File: config.mk
export PLATFORM = sky130hd
export DESIGN_NAME = sub_acc_i8_flat
export DESIGN_NICKNAME = d
export VERILOG_FILES = /design/src/rtl/sub_acc_i8_if.sv /design/src/rtl/sub_acc_i8.sv /design/src/flat_wrapper.sv
export SDC_FILE = /design/constraint.sdc
export NUM_CORES = 1
export LEC_CHECK = 0
export ABC_AREA = 1
export CORE_MARGIN = 2
export CORE_UTILIZATION = 51
export CTS_CLUSTER_DIAMETER = 30
export DETAILED_ROUTE_END_ITERATION = 7
export DONT_BUFFER_PORTS = 1
export PLACE_DENSITY = 0.66
export SLEW_MARGIN = 20
export SYNTH_ARGS = -nofsm -noshare
export SYNTH_HDL_FRONTEND = slang
export SYNTH_SLANG_ARGS = --single-unit
File: constraint.sdc
create_clock -name clock -period 2.6 [get_ports clock]
set_clock_uncertainty 0.1 [all_clocks]
set_input_delay 0.26 -clock clock [delete_from_list [all_inputs] [get_ports clock]]
set_output_delay 0.26 -clock clock [all_outputs]
set_load 0.01 [all_outputs]
File: src/rtl/sub_acc_i8_if.sv
// Handshake bundle between the LUT subtractor difference stream and the batch
// accumulator result stream.
// Ports: y/y_valid/y_ready carry samples in, sum/ovf/sum_valid/sum_ready carry
// batch results out. The slave modport is the accumulator's view; the master
// modport is the producer of y and the consumer of sum.
interface sub_acc_i8_if;
  logic [7:0] y;
  logic       y_valid;
  logic       y_ready;
  logic [7:0] sum;
  logic       ovf;
  logic       sum_valid;
  logic       sum_ready;

  modport master (
    output y,
    output y_valid,
    input  y_ready,
    input  sum,
    input  ovf,
    input  sum_valid,
    output sum_ready
  );

  modport slave (
    input  y,
    input  y_valid,
    output y_ready,
    output sum,
    output ovf,
    output sum_valid,
    input  sum_ready
  );
endinterface

File: src/rtl/sub_acc_i8.sv
// Batch accumulator: sums COUNT signed 8-bit samples (wrapping) and flags any
// signed overflow seen during the batch; result is registered (1 cycle after
// the last accept). A held result stalls the input port until it is taken.
// Ports: clock, reset (sync, active-high), clear (sync batch abort), bus
// (slave modport: y/y_valid/y_ready in, sum/ovf/sum_valid/sum_ready out).
module sub_acc_i8 #(
  parameter int COUNT = 4
) (
  input  logic         clock,
  input  logic         reset,
  input  logic         clear,
  sub_acc_i8_if.slave  bus
);

  localparam logic [1:0] ST_IDLE  = 2'd0;
  localparam logic [1:0] ST_ACCUM = 2'd1;
  localparam logic [1:0] ST_HOLD  = 2'd2;

  // Count value at which the next accept completes the batch.
  localparam logic [7:0] CNT_LAST = 8'(COUNT - 1);

  logic [1:0] state_q, state_d;
  logic [7:0] acc_q, acc_d;
  logic [7:0] cnt_q, cnt_d;
  logic       ovf_q, ovf_d;

  logic       accept;
  logic [7:0] acc_sum;
  logic       add_ovf;

  // y_ready is a pure decode of the state register, so accept never feeds
  // back into the ready it depends on.
  assign accept  = bus.y_valid && (state_q == ST_ACCUM);
  assign acc_sum = acc_q + bus.y;
  // Signed overflow: both operands share a sign and the result's sign differs.
  assign add_ovf = (acc_q[7] == bus.y[7]) && (acc_sum[7] != acc_q[7]);

  always_comb begin
    state_d = state_q;
    acc_d   = acc_q;
    cnt_d   = cnt_q;
    ovf_d   = ovf_q;
    case (state_q)
      ST_IDLE: begin
        // Leaving reset: start a fresh batch; clear has nothing to abort yet.
        state_d = ST_ACCUM;
        acc_d   = 8'd0;
        cnt_d   = 8'd0;
        ovf_d   = 1'b0;
      end
      ST_ACCUM: begin
        if (clear) begin
          // A sample handshaken alongside clear is dropped with the batch.
          acc_d = 8'd0;
          cnt_d = 8'd0;
          ovf_d = 1'b0;
        end else if (accept) begin
          acc_d = acc_sum;
          cnt_d = cnt_q + 8'd1;
          ovf_d = ovf_q | add_ovf;
          if (cnt_q == CNT_LAST) begin
            state_d = ST_HOLD;
          end
        end
      end
      ST_HOLD: begin
        // Clear and a result handshake both end in an empty ACCUM; clear
        // simply discards the result instead of delivering it.
        if (clear || bus.sum_ready) begin
          state_d = ST_ACCUM;
          acc_d   = 8'd0;
          cnt_d   = 8'd0;
          ovf_d   = 1'b0;
        end
      end
      default: begin
        state_d = ST_ACCUM;
        acc_d   = 8'd0;
        cnt_d   = 8'd0;
        ovf_d   = 1'b0;
      end
    endcase
  end

  always_ff @(posedge clock) begin
    if (reset) begin
      state_q <= ST_IDLE;
      acc_q   <= 8'd0;
      cnt_q   <= 8'd0;
      ovf_q   <= 1'b0;
    end else begin
      state_q <= state_d;
      acc_q   <= acc_d;
      cnt_q   <= cnt_d;
      ovf_q   <= ovf_d;
    end
  end

  assign bus.y_ready   = (state_q == ST_ACCUM);
  assign bus.sum_valid = (state_q == ST_HOLD);
  assign bus.sum       = acc_q;
  assign bus.ovf       = ovf_q;

endmodule

File: src/flat_wrapper.sv
// flat-port wrapper written by rule: the top's interface ports become plain ports
module sub_acc_i8_flat 
#(
  parameter int COUNT = 4
)
  (clock, reset, clear, bus_y, bus_y_valid, bus_y_ready, bus_sum, bus_ovf, bus_sum_valid, bus_sum_ready);
  sub_acc_i8_if bus_i ();
  input  logic clock;
  input  logic reset;
  input  logic clear;
  input wire logic [$bits(bus_i.y)-1:0] bus_y;
  input wire logic [$bits(bus_i.y_valid)-1:0] bus_y_valid;
  output wire logic [$bits(bus_i.y_ready)-1:0] bus_y_ready;
  output wire logic [$bits(bus_i.sum)-1:0] bus_sum;
  output wire logic [$bits(bus_i.ovf)-1:0] bus_ovf;
  output wire logic [$bits(bus_i.sum_valid)-1:0] bus_sum_valid;
  input wire logic [$bits(bus_i.sum_ready)-1:0] bus_sum_ready;
  assign bus_i.y = bus_y;
  assign bus_i.y_valid = bus_y_valid;
  assign bus_y_ready = bus_i.y_ready;
  assign bus_sum = bus_i.sum;
  assign bus_ovf = bus_i.ovf;
  assign bus_sum_valid = bus_i.sum_valid;
  assign bus_i.sum_ready = bus_sum_ready;
  sub_acc_i8 #(.COUNT(COUNT)) u_core (.clock(clock), .reset(reset), .clear(clear), .bus(bus_i));
endmodule
* Word level (Yosys, flattened, before mapping)
Index checks and enable logic that the tools add are counted.
** Cells by class
- Bitwise gates (word level) :: 1
- Add/subtract/negate cells :: 2
- Reduce and logical (&&, ||, !) cells :: 5
- Eq/ne operators :: 10
- Mux-type cells :: 16
** Operators by type and width (count)
- 2-to-1 mux 8 bit :: 5
- case mux 8 bit (2 select lines) :: 2
- adder 8 x 1 -> 8 bit (second input constant) :: 1
- adder 8 bit :: 1
- equality test 8 x 2 -> 1 bit (second input constant) :: 1
- 2-to-1 mux 2 bit :: 4
- inequality test 2 x 1 -> 1 bit (second input constant) :: 3
- case mux 2 bit (2 select lines) :: 1
- AND reduction 4 bit :: 1
- 2-to-1 mux 1 bit :: 3
- inequality test 3 x 2 -> 1 bit (second input constant) :: 1
- equality test 2 x 1 -> 1 bit (second input constant) :: 1
- equality test 2 bit (second input constant) :: 1
- logical AND 1 bit :: 2
- inequality test 2 bit (second input constant) :: 1
- case mux 1 bit (2 select lines) :: 1
- AND reduction 2 bit :: 1
- equality test 1 bit :: 1
- logical OR 1 bit :: 1
- inequality test 1 bit :: 1
- bitwise OR 1 bit :: 1
** Word-level totals
- Register bits :: 19
- Output and inout bits :: 11
- Logic and storage cells :: 38
- Input port bits :: 13

* Depth between registers and ports, before layout
- Depth in word-level cells :: 7
- Gate-level depth with buffers :: 9
- Mapped depth without buffers :: 9

* Worst setup path after synthesis
OpenSTA, ideal clock, no wires.
- Kind :: reg2reg
- From :: reg u_core.acc_q[0], in the netlist u_core.bus.sum[0]
- To :: reg u_core.acc_q[4], in the netlist u_core.bus.sum[4]
- Buffers on the path :: 0
- Arrival time :: 1.419 ns
- Data required time :: 2.430 ns
- Stages on the path, launching flop included :: 7
- Period minus slack after synthesis :: 1.589 ns
- Library setup time :: 0.070 ns
- Path slack :: 1.011 ns
- Cell sequence :: dfxtp_1 -> ha_1 -> fa_1 -> a21oi_1 -> or2_2 -> nand3_1 -> a21oi_2
** On the way
- Word-level cells in the longest chain between the ends :: 4
** Ends and longest elaborated chain
- from (decl) :: line sub_acc_i8.sv:23 : logic [7:0] acc_q, acc_d;
- from (signal assigned) :: line sub_acc_i8.sv:88 : acc_q <= 8'd0;
- from (signal assigned) :: line sub_acc_i8.sv:93 : acc_q <= acc_d;
- adder 8 bit :: line sub_acc_i8.sv:34 : assign acc_sum = acc_q + bus.y;
- 2-to-1 mux 8 bit :: line sub_acc_i8.sv:57 : end else if (accept) begin
- 2-to-1 mux 8 bit :: line sub_acc_i8.sv:52 : if (clear) begin
- case mux 8 bit (2 select lines) :: line sub_acc_i8.sv:43 : case (state_q)
Every way passes these cells. The select of a mux whose other input is x is not followed.
A chain may end at the register's enable or synchronous reset.

* Final worst setup path
Same ends and word-level chain as after synthesis.

==> flow_summary.ini <==
[run_status]
status = finished, final reports clean

[sta]
worstMarginPinSlew_ns = 0.572
fin_crit_sh_pct = 65.5
fin_tns_setup_ns = 0
max_freq_ghz = 0.587
grt_setup_unrepaired = false
finalHoldViolCount = 0
period_needed_ns = 1.70
maxSlewHeadroom_pct = 61.7
setup_viol = 0
setup_slack_ns = 0.897
report.final.slew_viol_count = 0

[clock_tree]
htree_levels = 1
cts_buffers = 3
clock_sinks = 19
clk-insertion-delay-late_ns = 0.30
clk_pin_slew_ns = 0.11
postCtsSetupBuffers = 0
cts_tree = yes
ctsResizeCount = 0
root_buffer = clkbuf_4
ctsLongestPathBuffers = 2
hold_buffers = 2

[yosys]
syn_area_per_cell_um2 = 7.24
ys_seq_area_share_pct = 29.8
netlist_instances = 176
syn_area_mm2 = 0.00127
yosys.cell_types.count = 26
synth_nets = 198
yosys_register_bits = 19
ys.warnings.count = 0

[setup_path]
startpoint = u_core.bus.sum[0]
end_kind = register
critPathKind = reg2reg
cp_max_fo = 3
rr_startpoint = u_core.bus.sum[0]
start_kind = register
worstPathArrival_ns = 1.85
required_ns = 2.74

[grt]
overflow = 0
grt_pass1_wl_um = 4290
grt_max_degree = 14
gr-usage-all-layers_pct = 20.6
antenna_found_initial = 0
grt_pass1_vias = 1046

[placement]
dp_slack_ns = 0.914
hpwl_um = 1950
port_buffers = 0
place_congestion = 0.790

[floorplanning]
rows = 18
die_h_um = 54
io_pins = 24
start_util_pct = 52.4
dieArea_mm2 = 0.00292
core_mm2 = 0.00243
dieWidth_um = 54

[drt]
dr_wl_met2_um = 1320
top_layer = met4
drt-pass1-iter-count = 4
viasPerCell = 5.23
route.antenna.remaining_nets = 0
wl_um = 2550
met1Wirelength_um = 1100
wl_met3_um = 77
drc = 0
wl_per_cell_um = 12.2
route.vias.total = 1094
first_iter_violations = 17

[power_and_ir_drop]
peakVddDrop_uv = 247
power_density_mw_per_mm2 = 411
power_mw = 0.544
p_leak_nw = 0.647

[finish]
nFillCells = 243
layout.nets = 202
drive_above_1_share_pct = 14.5
area_delta_synth_final_pct = 3.83
num_antenna_cells = 0

[job]
max-cap-violations = 0

[hold_path]
hold_path.class = in2reg
min_from = reset
-- registers in the layout, indices dropped and copies added (netlist names) --
name and cells:
u_core.cnt_q 8, u_core.bus.ovf 1, u_core.state_q 2, u_core.bus.sum 8
-- logic make-up (layout without fill, tap and decap cells) --
group,Yosys count,in the layout,synth area share [%]
buffers and inverters,33,36,12.0
DFF,19,19,29.8
adders and majority gates,9,9,9.42
and+or+nand+nor,84,84,32.3
xor gates and xnor gates,3,3,2.06
AOI/OAI and AO/OA,28,28,14.4
-- layer usage --
layer | vias up | global-route usage [%]
met5 | - | 0
met4 | 0 | 8.75
met3 | 5 | 4.44
met2 | 14 | 40.2
met1 | 504 | 20.7
li1 | 571 | -
-- layout make-up --
type / count / area, um2 / area share, %
clock buffer: 4 / 26.3 / 1.98
sequential: 19 / 380 / 28.7
multi-input combinational: 124 / 742 / 56.0
timing repair buffer: 2 / 20.0 / 1.51
inverter: 30 / 118 / 8.88
tap: 30 / 37.5 / 2.84
-- where the power goes --
part           internal, mW  total, mW  leakage [nW]  switching (mW)
clock                0.0599      0.156        0.0150          0.0961
combinational        0.0309     0.0817         0.478          0.0508
sequential            0.298      0.306         0.154         0.00879
-- cell usage after synthesis --
cell	n	area, um2
a21oi_2	7	61.3
a22oi_1	3	22.5
dfxtp_1	19	380
nand2_2	4	25.0
o21ai_0	6	30.0
xor2_1	2	17.5
nand4_1	3	18.8
o211a_1	2	20.0
inv_1	27	101
nor2_1	10	37.5
a21oi_1	10	50.1
ha_1	8	100
nand3_1	18	90.1
inv_2	2	7.51
fa_1	1	20.0
buf_12	1	20.0
clkbuf_1	1	3.75
buf_6	1	11.3
nand2_1	37	139
nor2_4	2	22.5
nand2_4	4	45.0
or2_2	2	12.5
inv_6	1	8.76
nor2_2	1	6.26
nor3_1	3	15.0
xnor2_1	1	8.76
-- worst max-delay path, cell delays in order (launching register included) --
cell	delay, ns
dfxtp_1	0.37
ha_1	0.24
fa_1	0.42
a21oi_1	0.18
or2_2	0.13
nand3_1	0.07
a21oi_2	0.13
-- cells in the final DEF, fill, tap and decap left out --
cell,instances
nand2_1,37
inv_1,27
dfxtp_1,19
nand3_1,18
nor2_1,10
a21oi_1,10
ha_1,8
a21oi_2,7
o21ai_0,6
nand2_4,4
nand2_2,4
nand4_1,3
nor3_1,3
a22oi_1,3
clkbuf_4,3
inv_2,2
nor2_4,2
o211a_1,2
or2_2,2
xor2_1,2
dlygate4sd3_1,2
nor2_2,1
inv_6,1
xnor2_1,1
fa_1,1
clkbuf_1,1
-- path summary, 6_finish.rpt --
path | to | slack (ns) | depth (start not counted)
min | u_core.cnt_q[0] | 0.08 | 2
max | u_core.bus.sum[4] | 0.90 | 6
min reg2reg | u_core.cnt_q[7] | 0.40 | 2
max reg2reg | u_core.bus.sum[4] | 0.90 | 6
-- stage by stage --
| stage | instance area (um2) | instances | util (%) | hold WS, ns |
|---|---|---|---|---|
| after global routing | 1320 | 209 | 54.4 | 0.0783 |
| final | 1320 | 209 | 54.4 | 0.0781 |
| after floorplan | 1270 | 176 | - | 0.320 |
| after global placement | 1280 | 203 | 52.5 | 0.225 |
| after detailed placement | 1280 | 203 | 52.5 | 0.225 |
| after CTS | 1320 | 209 | 54.4 | 0.0675 |
Note: power is estimated with default switching activity, not from simulation.
